## config.mk

```make
export PLATFORM = sky130hd
export DESIGN_NAME = ula_arbiter
export DESIGN_NICKNAME = d
export VERILOG_FILES = /design/src/rtl/ula_arbiter.sv
export SDC_FILE = /design/constraint.sdc
export NUM_CORES = 1
export LEC_CHECK = 0
export CORE_ASPECT_RATIO = 1.4
export CORE_MARGIN = 3
export CORE_UTILIZATION = 42
export DETAILED_ROUTE_END_ITERATION = 8
export PLACE_DENSITY_LB_ADDON = 0.1
export SETUP_SLACK_MARGIN = 0.2
export SLEW_MARGIN = 15
export SYNTH_ARGS = -nofsm -noshare
export SYNTH_HDL_FRONTEND = slang
export SYNTH_SLANG_ARGS = --single-unit
export TNS_END_PERCENT = 10
```

## constraint.sdc

```tcl
create_clock -name clk -period 4.7 [get_ports clk]
set_input_delay 1.175 -clock clk [delete_from_list [all_inputs] [get_ports clk]]
set_output_delay 1.175 -clock clk [all_outputs]
set_load 0.01 [all_outputs]
```

## src/rtl/ula_arbiter.sv

```systemverilog
// ula_arbiter: two requesters share a single add/compare unit (ula).
// A round-robin arbiter picks one operation per cycle whenever the
// response register is free; the result and flags are registered and
// handed to the consumer with a valid/ready handshake.

// ula: combinational adder / comparator with five relational flags.
module ula #(
  parameter int SIZE = 64
) (
  input  logic [SIZE-1:0] s1,
  input  logic [SIZE-1:0] s2,
  input  logic            sub,
  output logic [SIZE-1:0] res,
  output logic [4:0]      flags
);

  logic [SIZE:0] sum;
  logic          carry;
  logic          eq;
  logic          lt_sn;
  logic          gt_un;

  // Subtraction is s1 + ~s2 + 1, so carry-out set means s1 >= s2 (unsigned)
  always_comb begin
    sum = {1'b0, s1} + {1'b0, (sub ? ~s2 : s2)} + {{SIZE{1'b0}}, sub};
    res = sum[SIZE-1:0];
    carry = sum[SIZE];
    eq = (res == '0);
    lt_sn = (s1[SIZE-1] != s2[SIZE-1]) ? s1[SIZE-1] : res[SIZE-1];
    gt_un = carry & ~eq;
    flags = {eq, ~eq & ~lt_sn, lt_sn, gt_un, ~gt_un & ~eq};
  end

endmodule

module ula_arbiter #(
  parameter int SIZE = 64
) (
  input  logic            clk,
  input  logic            rst_n,
  input  logic            req0_valid,
  output logic            req0_ready,
  input  logic [SIZE-1:0] req0_s1,
  input  logic [SIZE-1:0] req0_s2,
  input  logic            req0_sub,
  input  logic            req1_valid,
  output logic            req1_ready,
  input  logic [SIZE-1:0] req1_s1,
  input  logic [SIZE-1:0] req1_s2,
  input  logic            req1_sub,
  output logic            rsp_valid,
  input  logic            rsp_ready,
  output logic            rsp_id,
  output logic [SIZE-1:0] rsp_res,
  output logic [4:0]      rsp_flags,
  output logic [15:0]     grant_cnt0,
  output logic [15:0]     grant_cnt1
);

  typedef enum logic {EMPTY = 1'b0, FULL = 1'b1} state_t;

  state_t          state;
  state_t          state_next;
  logic            last_grant;
  logic            granted0;
  logic            granted1;
  logic            free;
  logic            accept0;
  logic            accept1;
  logic            accept;
  logic [SIZE-1:0] alu_s1;
  logic [SIZE-1:0] alu_s2;
  logic            alu_sub;
  logic [SIZE-1:0] alu_res;
  logic [4:0]      alu_flags;

  // Round-robin pick: a lone requester wins; on contention the one not served last wins
  always_comb begin
    granted0 = req0_valid & (~req1_valid | last_grant);
    granted1 = req1_valid & (~req0_valid | ~last_grant);
  end

  // Route the granted requester's operands into the shared unit
  always_comb begin
    alu_s1  = granted1 ? req1_s1  : req0_s1;
    alu_s2  = granted1 ? req1_s2  : req0_s2;
    alu_sub = granted1 ? req1_sub : req0_sub;
  end

  ula #(.SIZE(SIZE)) u_ula (
    .s1    (alu_s1),
    .s2    (alu_s2),
    .sub   (alu_sub),
    .res   (alu_res),
    .flags (alu_flags)
  );

  // FSM state register
  always_ff @(posedge clk or negedge rst_n) begin
    if (!rst_n) state <= EMPTY;
    else        state <= state_next;
  end

  // FSM next state: fill on acceptance, drain on a consume with nothing new arriving
  always_comb begin
    state_next = state;
    case (state)
      EMPTY:   if (accept) state_next = FULL;
      FULL:    if (rsp_ready && !accept) state_next = EMPTY;
      default: state_next = EMPTY;
    endcase
  end

  // FSM outputs: the register is free when empty or being consumed; readies are held low in reset
  always_comb begin
    rsp_valid  = (state == FULL);
    free       = ~rsp_valid | rsp_ready;
    req0_ready = granted0 & free & rst_n;
    req1_ready = granted1 & free & rst_n;
    accept0    = req0_valid & req0_ready;
    accept1    = req1_valid & req1_ready;
    accept     = accept0 | accept1;
  end

  // Response payload loads only on acceptance and otherwise holds its last value
  always_ff @(posedge clk or negedge rst_n) begin
    if (!rst_n) begin
      rsp_res   <= '0;
      rsp_flags <= '0;
      rsp_id    <= 1'b0;
    end else if (accept) begin
      rsp_res   <= alu_res;
      rsp_flags <= alu_flags;
      rsp_id    <= accept1;
    end
  end

  // Remember who was served last; reset value lets requester 0 win first contention
  always_ff @(posedge clk or negedge rst_n) begin
    if (!rst_n)      last_grant <= 1'b1;
    else if (accept) last_grant <= accept1;
  end

  // Per-requester acceptance counters, wrapping naturally at 16 bits
  always_ff @(posedge clk or negedge rst_n) begin
    if (!rst_n) begin
      grant_cnt0 <= '0;
      grant_cnt1 <= '0;
    end else begin
      if (accept0) grant_cnt0 <= grant_cnt0 + 16'd1;
      if (accept1) grant_cnt1 <= grant_cnt1 + 16'd1;
    end
  end

endmodule

```

==> results_dict.tcl <==
set metrics [dict create \
    status "complete, but fails checks" \
    violations "negative setup slack" \
    yosysWarnings 0 \
    synthFlopType "dfrtp_1" \
    first_pass_iters 5 \
    synth-edff-count 0 \
    worstHoldPathType "reg -> reg" \
    fp.dieW_um 140 \
    antenna_found_initial 0 \
    drive_gt1_share_pct 34.5 \
    fp.coreArea_sq_um 24300 \
    worstPathMaxFanout 5 \
    routed_wl_um 44000 \
    antenna_cells 0 \
    hold_slack_ns 0.471 \
    yosys_register_bits 104 \
    power_leakage_nw 8.45 \
    grt-ovfl-total 0 \
    fin_area_sq_um 19200 \
    max-slew-margin-rel_pct 33.3 \
    io_pins 368 \
    drc 0 \
    dpl-instance-area_sq_um 17400 \
    grt_pass1_wl_um 66400 \
    fmax_mhz 187 \
    grt_max_degree 86 \
    clock_latency_ns 0.36 \
    cts.path.max_buffers 2 \
    grt_pass1_vias 13113 \
    die_y_um 193 \
    rsz0062_at_grt "true" \
    maxCapViolCount 0 \
    tns_ns -3.47 \
    finalHoldViolCount 0 \
    final_util_pct 78.8 \
    ant_nets 0 \
    synth_top_family_by_area "compound AO/OA/AOI/OAI gates" \
    fp-row-count 67 \
    setup_viol 9 \
    syn_nets 1612 \
    cp.required_ns 4.93 \
    grt_usage_pct 30.4 \
    cts.reportedPaths.clkPinSlew_ns 0.08 \
    fin_crit_ns 5.36 \
    synth-compound-area-share_pct 19.3 \
    hpwl_um 35500 \
    io_buffer_count 367 \
    power.density_nw_per_um2 452 \
    dieArea_sq_um 27000 \
    critPathCaptureType "flop" \
    avgViaCountPerCell 5.45 \
    synth_xor_area_share_pct 11.8 \
    synth_cell_types 74 \
    synthSimpleGateAreaFrac_pct 19.3 \
    yosysSeqAreaShare_pct 24.8 \
    fillers 1741 \
    drtIter0Drc 586 \
    cts_buffers 9 \
    synth_area_sq_um 10500 \
    ir_drop_v 0.000359 \
    cts_htree_levels 3 \
    area_growth_pct 82.3 \
    critical_path_class "in -> reg" \
    route.vias.total 12801 \
    clock-sinks 104 \
    netlist_instances 1283 \
    start_kind "input pin" \
    post_drt_wl_per_cell_um 18.7 \
    post-route-period-util_pct 114 \
    worst_pin_slew_ns 1.00 \
    synth_area_per_cell_sq_um 8.19 \
    gp_congestion 0.941 \
    start_util_pct 43.2 \
    synthAdderAreaFrac_pct 8.02 \
    synth_mux_area_share_pct 14.2 \
    async_flop_share_pct 100 \
    finalNetCount 2362 \
    holdBufCountCts 0 \
    cts_tree "yes" \
    cts-root-buf "clkbuf_16" \
    finalMaxSlewViolations 0 \
    setup_slack_ns -0.658 \
    finalClockSkew_ns 0.00427 \
    cp.arrival_ns 5.59 \
]
[synthesized netlist by cell type, drive strengths merged (3+ instances only)]
master   number  area share, %
and2          4           0.24
a2111oi       6           0.74
nor4         12           0.71
mux2         72            7.7
or3          10           0.64
nand2       232            8.3
o211ai       15            1.1
nand3b        3           0.21
and4          6           0.50
nor3         18           0.90
xor2         89            7.4
o41ai         4           0.40
and3         15           0.89
nand4        34            2.0
nor2         76            2.7
or4           3           0.21
a221oi        4           0.33
o21ai        92            4.5
a21oi        94            4.5
xnor2        52            4.3
o21bai        8           0.57
nand2b        6           0.36
o211a         3           0.29
nand3        20           0.95
a31o          3           0.25
inv          17           0.61
buf          22           0.90
a21o         15            1.1
dfrtp       103             25
clkbuf       31            1.1
o31ai        13            1.0
a21boi        7           0.64
a211oi       15            1.2
o21a         11           0.79
ha           65            7.7
o2111a        3           0.32
mux2i        68            6.5
[routing by layer]
| layer | wire length (um) | vias to the layer above | global-route usage [%] | part of all wire [%] |
|---|---|---|---|---|
| li1 | - | 6129 | - | - |
| met1 | 16200 | 6078 | 32.7 | 37 |
| met2 | 23500 | 477 | 58.9 | 53 |
| met3 | 2160 | 117 | 4.42 | 4.9 |
| met4 | 2120 | 0 | 12.7 | 4.8 |
| met5 | 0 | - | 0 | 0 |
[cell families (layout without fill, tap and decap cells)]
logic type                 after synthesis  in the layout
muxes                                  140            140
AOI/OAI and AO/OA                      314            314
DFF                                    104            104
buffers and inverters                   70            825
xor gates and xnor gates               141            141
adders and majority gates               67             67
and+or+nand+nor                        447            447
[stage by stage]
stage | worst slack [ns] | total power [W] | std cells
after detailed placement | -1.66 | 0.00710 | 2287
after floorplan | -0.433 | 0.00390 | 1283
final | -0.658 | 0.00866 | 2348
after global routing | -0.799 | 0.00915 | 2348
after global placement | -1.51 | 0.00705 | 2287
after CTS | -0.624 | 0.00823 | 2330
[cell type report]
cell class                 instances  area (sq um)  share of cell area (%)
tap                              310           388                    2.02
sequential                       104          2600                    13.6
timing repair buffer             792          7070                    36.9
clock buffer                      11           243                    1.27
multi-input combinational       1109          8730                    45.5
inverter                          17          63.8                   0.333
clock inverter                     5          70.1                   0.366
[registers in the layout, indices dropped and copies added (netlist names)]
name,count
last_grant,1
rsp_id,1
grant_cnt1,16
rsp_flags,5
rsp_valid,1
rsp_res,64
grant_cnt0,16
[path summary, 6_finish.rpt]
| kind | start | end | slack, ns | depth (start not counted) |
|---|---|---|---|---|
| min | rsp_res[44] | rsp_res[44] | 0.47 | 2 |
| min in group asynchronous | rst_n | rsp_flags[2] | 0.67 | 1 |
| max | req1_valid | rsp_flags[3] | -0.66 | 20 |
| max in group asynchronous | rst_n | rsp_res[27] | 2.78 | 2 |
| min reg2reg | rsp_res[44] | rsp_res[44] | 0.47 | 2 |
| max reg2reg | last_grant | rsp_flags[3] | -0.24 | 19 |
[repair_timing]
item | in CTS | in global routing
setup endpoints to repair | 50 | 35
gates resized for setup | 118 | 118
setup buffers | 25 | 16
gates cloned | 2 | 2
pin swaps | 31 | 58
[placed cells by master (no fill, tap or decap), types with 54 or more instances in the layout]
cell type	netlist	final
clkdlybuf4s50_1	0	362
a21oi_1	92	54
nor2_1	76	69
mux2i_1	68	57
dfrtp_1	103	103
o21ai_0	79	54
buf_4	0	404
mux2_2	71	70
xor2_1	89	72
nand2_1	232	222
[critical path, cell delays in order]
cell and delay, ns:
buf_6 0.07, a21boi_4 0.22, buf_12 0.15, mux2i_4 0.26
buf_4 0.17, buf_16 0.11, buf_4 0.15, xor2_1 0.16
ha_1 0.30, o211ai_1 0.33, o21ai_2 0.11, a32o_2 0.28
o211a_4 0.29, o31ai_4 0.24, o41ai_2 0.12, xor2_1 0.16
or4_4 0.55, nor4_4 0.33, and4_4 0.31, a21oi_1 0.09
[where the power goes]
part,switching [W],leakage (nW),internal [W]
Combinational,0.00305,6.99,0.00333
Clock,0.000377,0.155,0.000440
Sequential,0.000241,1.31,0.00122
Total,0.00367,8.45,0.00499
No activity file was read; power rests on OpenSTA's default activity.
